**src/rtl/hs_burst_source.sv**
```systemverilog
// hs_burst_source
//   Producer stage for valid/ready handshake experiments. Emits bursts of
//   BURST_LEN incrementing words, holds each word until it is accepted, and
//   inserts GAP_CYC idle cycles between bursts. The data sequence continues
//   across bursts (it is not restarted per burst) and wraps modulo 2^DATA_W.
//
// Ports
//   sys_clk    : clock, all logic on the rising edge
//   rst        : synchronous active-high reset
//   enable     : permission to start a new burst (sampled in IDLE and at
//                burst boundaries only)
//   ready_in   : downstream ready
//   valid_out  : data_out valid
//   data_out   : payload word
//   last_out   : high with the final beat of each burst
//   burst_cnt  : completed bursts, wraps 255 -> 0
//   busy       : high whenever the FSM is not in IDLE
//
// Every output is a flop; ready_in only influences next-state decisions, so
// there is no combinational path from ready_in to any output.
module hs_burst_source #(
    parameter int          DATA_W    = 8,
    parameter int          BURST_LEN = 4,
    parameter int          GAP_CYC   = 2,
    parameter int unsigned START_VAL = 0
) (
    input  logic              sys_clk,
    input  logic              rst,
    input  logic              enable,
    input  logic              ready_in,
    output logic              valid_out,
    output logic [DATA_W-1:0] data_out,
    output logic              last_out,
    output logic [7:0]        burst_cnt,
    output logic              busy
);

    typedef enum logic [1:0] {
        IDLE = 2'd0,
        SEND = 2'd1,
        GAP  = 2'd2
    } state_t;

    localparam logic [7:0]        LAST_IDX      = 8'(BURST_LEN - 1);
    // Only meaningful when GAP_CYC > 0; GAP is never entered otherwise.
    localparam logic [7:0]        GAP_LAST      = 8'(GAP_CYC - 1);
    localparam logic              HAS_GAP       = (GAP_CYC > 0);
    // A burst's first beat is also its last one when BURST_LEN == 1.
    localparam logic              FIRST_IS_LAST = (BURST_LEN == 1);
    localparam logic [DATA_W-1:0] DATA_START    = DATA_W'(START_VAL);
    localparam logic [DATA_W-1:0] DATA_ONE      = DATA_W'(1);

    state_t     state_reg;
    logic [7:0] beat_idx_reg;
    logic [7:0] gap_cnt_reg;

    logic xfer;
    assign xfer = valid_out & ready_in;

    always_ff @(posedge sys_clk) begin
        if (rst) begin
            state_reg    <= IDLE;
            valid_out    <= 1'b0;
            last_out     <= 1'b0;
            busy         <= 1'b0;
            data_out     <= DATA_START;
            burst_cnt    <= 8'd0;
            beat_idx_reg <= 8'd0;
            gap_cnt_reg  <= 8'd0;
        end else begin
            case (state_reg)
                IDLE: begin
                    if (enable) begin
                        state_reg <= SEND;
                        valid_out <= 1'b1;
                        last_out  <= FIRST_IS_LAST;
                        busy      <= 1'b1;
                    end
                end

                SEND: begin
                    // Without xfer nothing changes: word, last flag and valid hold.
                    if (xfer) begin
                        data_out <= data_out + DATA_ONE;
                        if (beat_idx_reg == LAST_IDX) begin
                            beat_idx_reg <= 8'd0;
                            burst_cnt    <= burst_cnt + 8'd1;
                            if (HAS_GAP) begin
                                state_reg   <= GAP;
                                valid_out   <= 1'b0;
                                last_out    <= 1'b0;
                                gap_cnt_reg <= 8'd0;
                            end else if (enable) begin
                                // Back-to-back: next burst's first word next cycle.
                                state_reg <= SEND;
                                valid_out <= 1'b1;
                                last_out  <= FIRST_IS_LAST;
                            end else begin
                                state_reg <= IDLE;
                                valid_out <= 1'b0;
                                last_out  <= 1'b0;
                                busy      <= 1'b0;
                            end
                        end else begin
                            beat_idx_reg <= beat_idx_reg + 8'd1;
                            last_out     <= ((beat_idx_reg + 8'd1) == LAST_IDX);
                        end
                    end
                end

                GAP: begin
                    if (gap_cnt_reg == GAP_LAST) begin
                        gap_cnt_reg <= 8'd0;
                        if (enable) begin
                            state_reg <= SEND;
                            valid_out <= 1'b1;
                            last_out  <= FIRST_IS_LAST;
                        end else begin
                            state_reg <= IDLE;
                            busy      <= 1'b0;
                        end
                    end else begin
                        gap_cnt_reg <= gap_cnt_reg + 8'd1;
                    end
                end

                default: begin
                    state_reg <= IDLE;
                    valid_out <= 1'b0;
                    last_out  <= 1'b0;
                    busy      <= 1'b0;
                end
            endcase
        end
    end

endmodule

```
**config.mk**
```make
export PLATFORM = sky130hd
export DESIGN_NAME = hs_burst_source
export DESIGN_NICKNAME = d
export VERILOG_FILES = /design/src/rtl/hs_burst_source.sv
export SDC_FILE = /design/constraint.sdc
export NUM_CORES = 1
export LEC_CHECK = 0
export ABC_CLOCK_PERIOD_IN_PS = 3400
export CAP_MARGIN = 20
export CORE_MARGIN = 5
export CORE_UTILIZATION = 35
export DETAILED_ROUTE_END_ITERATION = 10
export HOLD_SLACK_MARGIN = 0.08
export SLEW_MARGIN = 10
export SYNTH_ARGS = -nofsm -noshare
export SYNTH_HDL_FRONTEND = slang
export SYNTH_SLANG_ARGS = --single-unit
```
**constraint.sdc**
```tcl
create_clock -name sys_clk -period 3.4 [get_ports sys_clk]
set_input_delay 0.68 -clock sys_clk [delete_from_list [all_inputs] [get_ports sys_clk]]
set_output_delay 0.68 -clock sys_clk [all_outputs]
set_load 0.02 [all_outputs]
```
Word level (Yosys, flattened, before mapping)
Index checks and enable logic that the tools add are counted.

Bits in registers: 37. Bits of input ports: 4.

Add/sub/neg operators: 4. Equality and inequality tests: 10. Muxes and demuxes: 25. Bitwise gates (word level): 2. Reductions and logical operators: 9.

Operators with widths (number): adder 8 x 1 -> 8 bit, second input constant (4); 2-to-1 mux 8 bit (4); equality test 8 x 2 -> 1 bit, second input constant (2); case mux 8 bit (2 select lines) (1); 2-to-1 mux 1 bit (12); inequality test 2 bit, second input constant (5); case mux 1 bit (3 select lines) (3); AND reduction 3 bit (3); equality test 8 x 1 -> 1 bit, second input constant (1); 2-to-1 mux 2 bit (4); AND reduction 4 bit (2); case mux 2 bit (3 select lines) (1); AND reduction 2 bit (2); equality test 2 x 1 -> 1 bit, second input constant (1); equality test 2 bit, second input constant (1); logical NOT 2 bit (1); nonzero test 2 bit (1); bitwise AND 1 bit (1); NOT 1 bit (1).

Longest topological paths before layout
Word-level depth: 5. Mapped depth: 7.

Worst setup path before layout
No wires, ideal clock.

Path kind: flip-flop to flip-flop. Start: register beat_idx_reg[1]. End: register gap_cnt_reg[5]. Library setup time: 132 ps. Arrival: 1807 ps. Setup slack: 1461 ps. Cell stages (with the launch flop): 8. Period minus slack after synthesis: 1939 ps. Path through: dfxtp_1 -> ha_1 -> buf_2 -> or4b_4 -> nor3_4 -> nor2_1 -> o21ai_0 -> a21oi_1.

Word-level cells in the longest chain between the ends: 3.

Ends and longest elaborated chain: start: declaration (RTL line 54) `logic [7:0] beat_idx_reg;`; start signal: assignment (RTL line 105) `beat_idx_reg <= beat_idx_reg + 8'd1;`; equality test 8 x 2 -> 1 bit (RTL line 85) `if (beat_idx_reg == LAST_IDX) begin`; inequality test 2 bit (no line); AND reduction 3 bit (no line); end signal: assignment (RTL line 123) `gap_cnt_reg <= gap_cnt_reg + 8'd1;`; end: declaration (RTL line 55) `logic [7:0] gap_cnt_reg;`.

Every way passes these cells. A chain may end at the register's enable or synchronous reset.

Final worst setup path
Same ends and word-level chain as after synthesis.

==> results.json <==
{
  "cp_max_fo": 8,
  "cts_tree": "done",
  "h-tree-depth": 2,
  "ys_ff_latch": 37,
  "dp.cells": 296,
  "crit_type": "reg -> reg",
  "p_leak_uw": 0.000798,
  "ys_types": 41,
  "syn_to_final_growth_pct": 23.3,
  "die_area_sq_mm": 0.00675,
  "gp_congestion": 0.769,
  "final.setup_skew_ns": 0.00504,
  "clk_pin_slew_ns": 0.08,
  "powerDensity_mw_per_mm2": 415,
  "slew_viol_final": 0,
  "required_ns": 3.57,
  "fin_ws_ns": 1.12,
  "worstPathArrival_ns": 2.45,
  "synth_warnings": 0,
  "rows": 26,
  "vias_per_cell": 5.01,
  "syn_avg_cell_area_sq_um": 8.68,
  "ir_worst_vdd_mv": 0.207,
  "grt_max_degree": 39,
  "clockRootBuffer": "clkbuf_8",
  "drc": 0,
  "cts_hold_buf": 0,
  "cts_resized": 0,
  "hold_violations": 0,
  "whs_ns": 0.488,
  "syn_area_sq_mm": 0.00182,
  "overflow": 0,
  "power.total_uw": 932,
  "setup_tns_ns": 0,
  "hpwl_um": 2570,
  "drive_above_1_share": 0.0897,
  "stdcell_count": 304,
  "finalSetupViolations": 0,
  "cts_num_sinks": 37,
  "routed-wl-met3_um": 120,
  "io_pins": 23,
  "critPathCaptureType": "flip-flop",
  "wl_met1_um": 1830,
  "wirelength_um": 3740,
  "die_w_um": 82.2,
  "cap_violations": 0,
  "worst_pin_slew_ns": 0.600,
  "wl_per_cell_um": 12.3,
  "initial_utilization": 0.359,
  "via_count": 1523,
  "dp_worst_setup_slack_ns": 0.930,
  "highest_layer": "met4",
  "ant_nets": 0,
  "grtUsageTotal": 0.125,
  "synth_top_flop_cell": "dfxtp_1",
  "grt_pass1_vias": 1425,
  "route.met2.wl_um": 1760,
  "n_antenna_cell": 0,
  "ys_seq_area_frac": 0.406,
  "dr.first_iter.drc_count": 67,
  "hold_class": "reg -> reg",
  "synth_edf_count": 0,
  "fin_crit_sh": 0.671,
  "nNetsFinal": 243,
  "critPathLaunchType": "flip-flop",
  "async_flop_share": 0,
  "rsz0062_at_grt": "no",
  "fp.dieH_um": 82.2,
  "cts_buffers": 5,
  "outcome": "finished, final reports clean",
  "cts_setup_buffers": 0,
  "maxSlewHeadroom": 0.599,
  "period_needed_ns": 2.28,
  "antenna_found_initial": 0,
  "synthCells": 210,
  "clk_path_buf_depth": 2,
  "core_sq_mm": 0.00507,
  "clock_latency_ns": 0.29,
  "syn-num-nets": 220,
  "grt_pass1_wl_um": 6580,
  "io_buffer_count": 22,
  "fmax_mhz": 438,
  "dr.pass1.iters": 4
}
## layer usage
layer	GRT usage	up-vias
met5	0	-
met4	0.0349	0
met3	0.0412	3
met2	0.198	25
met1	0.162	696
li1	-	799
## critical path, cell delays in order, from the launching register on
cell and delay, ns:
dfxtp_1 0.44, ha_1 0.38, or4b_4 0.56, nor3_4 0.28
nor2_1 0.20, o21ai_0 0.21, a21oi_1 0.08
## stage by stage
stage | instance area (sq um) | utilization
3_3_place_gp | 2110 | 0.416
4_1_cts | 2250 | 0.443
3_5_place_dp | 2110 | 0.416
5_1_grt | 2250 | 0.443
2_1_floorplan | 1820 | -
6_report | 2250 | 0.443
## Yosys cell counts (2+ instances only)
library cell / count / area (sq um)
dfxtp_1: 37 / 741
nor2_1: 29 / 109
a21oi_1: 18 / 90.1
nand2_1: 17 / 63.8
xor2_1: 13 / 114
nand3_1: 12 / 60.1
o21ai_0: 8 / 40.0
clkbuf_1: 6 / 22.5
ha_1: 6 / 75.1
nor3_1: 6 / 30.0
xnor2_1: 6 / 52.6
nand4_1: 5 / 31.3
and3_1: 4 / 25.0
inv_1: 4 / 15.0
or3_1: 4 / 25.0
a211oi_1: 3 / 22.5
a31oi_1: 3 / 18.8
nand3b_1: 3 / 22.5
a22oi_1: 2 / 15.0
nor2b_1: 2 / 12.5
or4b_4: 2 / 27.5
## final timing paths
| kind | start | to | slack (ns) | cells after the start |
|---|---|---|---|---|
| setup / recovery | beat_idx_reg[1] | gap_cnt_reg[5] | 1.12 | 6 |
| setup reg to reg | beat_idx_reg[1] | gap_cnt_reg[5] | 1.12 | 6 |
| hold / removal | last_out | last_out | 0.49 | 2 |
| hold reg to reg | last_out | last_out | 0.49 | 2 |
## power breakdown
group / internal, uW / switching [uW] / total (uW) / leakage, uW
sequential: 437 / 5.13 / 442 / 0.000299
clock: 292 / 162 / 453 / 0.0000681
combinational: 15.1 / 21.1 / 36.3 / 0.000431
## kinds of logic after synthesis
| kind of cell | Yosys count | synth area share |
|---|---|---|
| AO/OA/AOI/OAI | 41 | 0.149 |
| XOR/XNOR | 19 | 0.0913 |
| adder cells (fa/ha/maj) | 6 | 0.0412 |
| buffers and inverters | 12 | 0.0261 |
| flip-flops | 37 | 0.406 |
| multiplexers | 1 | 0.00549 |
| AND/OR/NAND/NOR | 94 | 0.281 |
## final cells by class
cell class              instances  area (sq um)
clock buffers                   5          68.8
clock inverters                 3          65.1
repair buffers                 24           235
well taps                      70          87.6
inverters                       4          15.0
fillers                       529          2830
flip-flops and latches         37           741
multi-input cells             161          1030
## placed cells by master (no fill, tap or decap), types with 4 or more instances in the layout
master,n
nor3_1,6
clkdlybuf4s50_1,22
xor2_1,13
inv_1,4
or3_1,4
nor2_1,29
dfxtp_1,37
nand3_1,12
clkbuf_8,5
xnor2_1,6
nand2_1,17
nand4_1,5
and3_1,4
a21oi_1,18
ha_1,6
o21ai_0,8
Note: power is estimated with default switching activity, not from simulation.
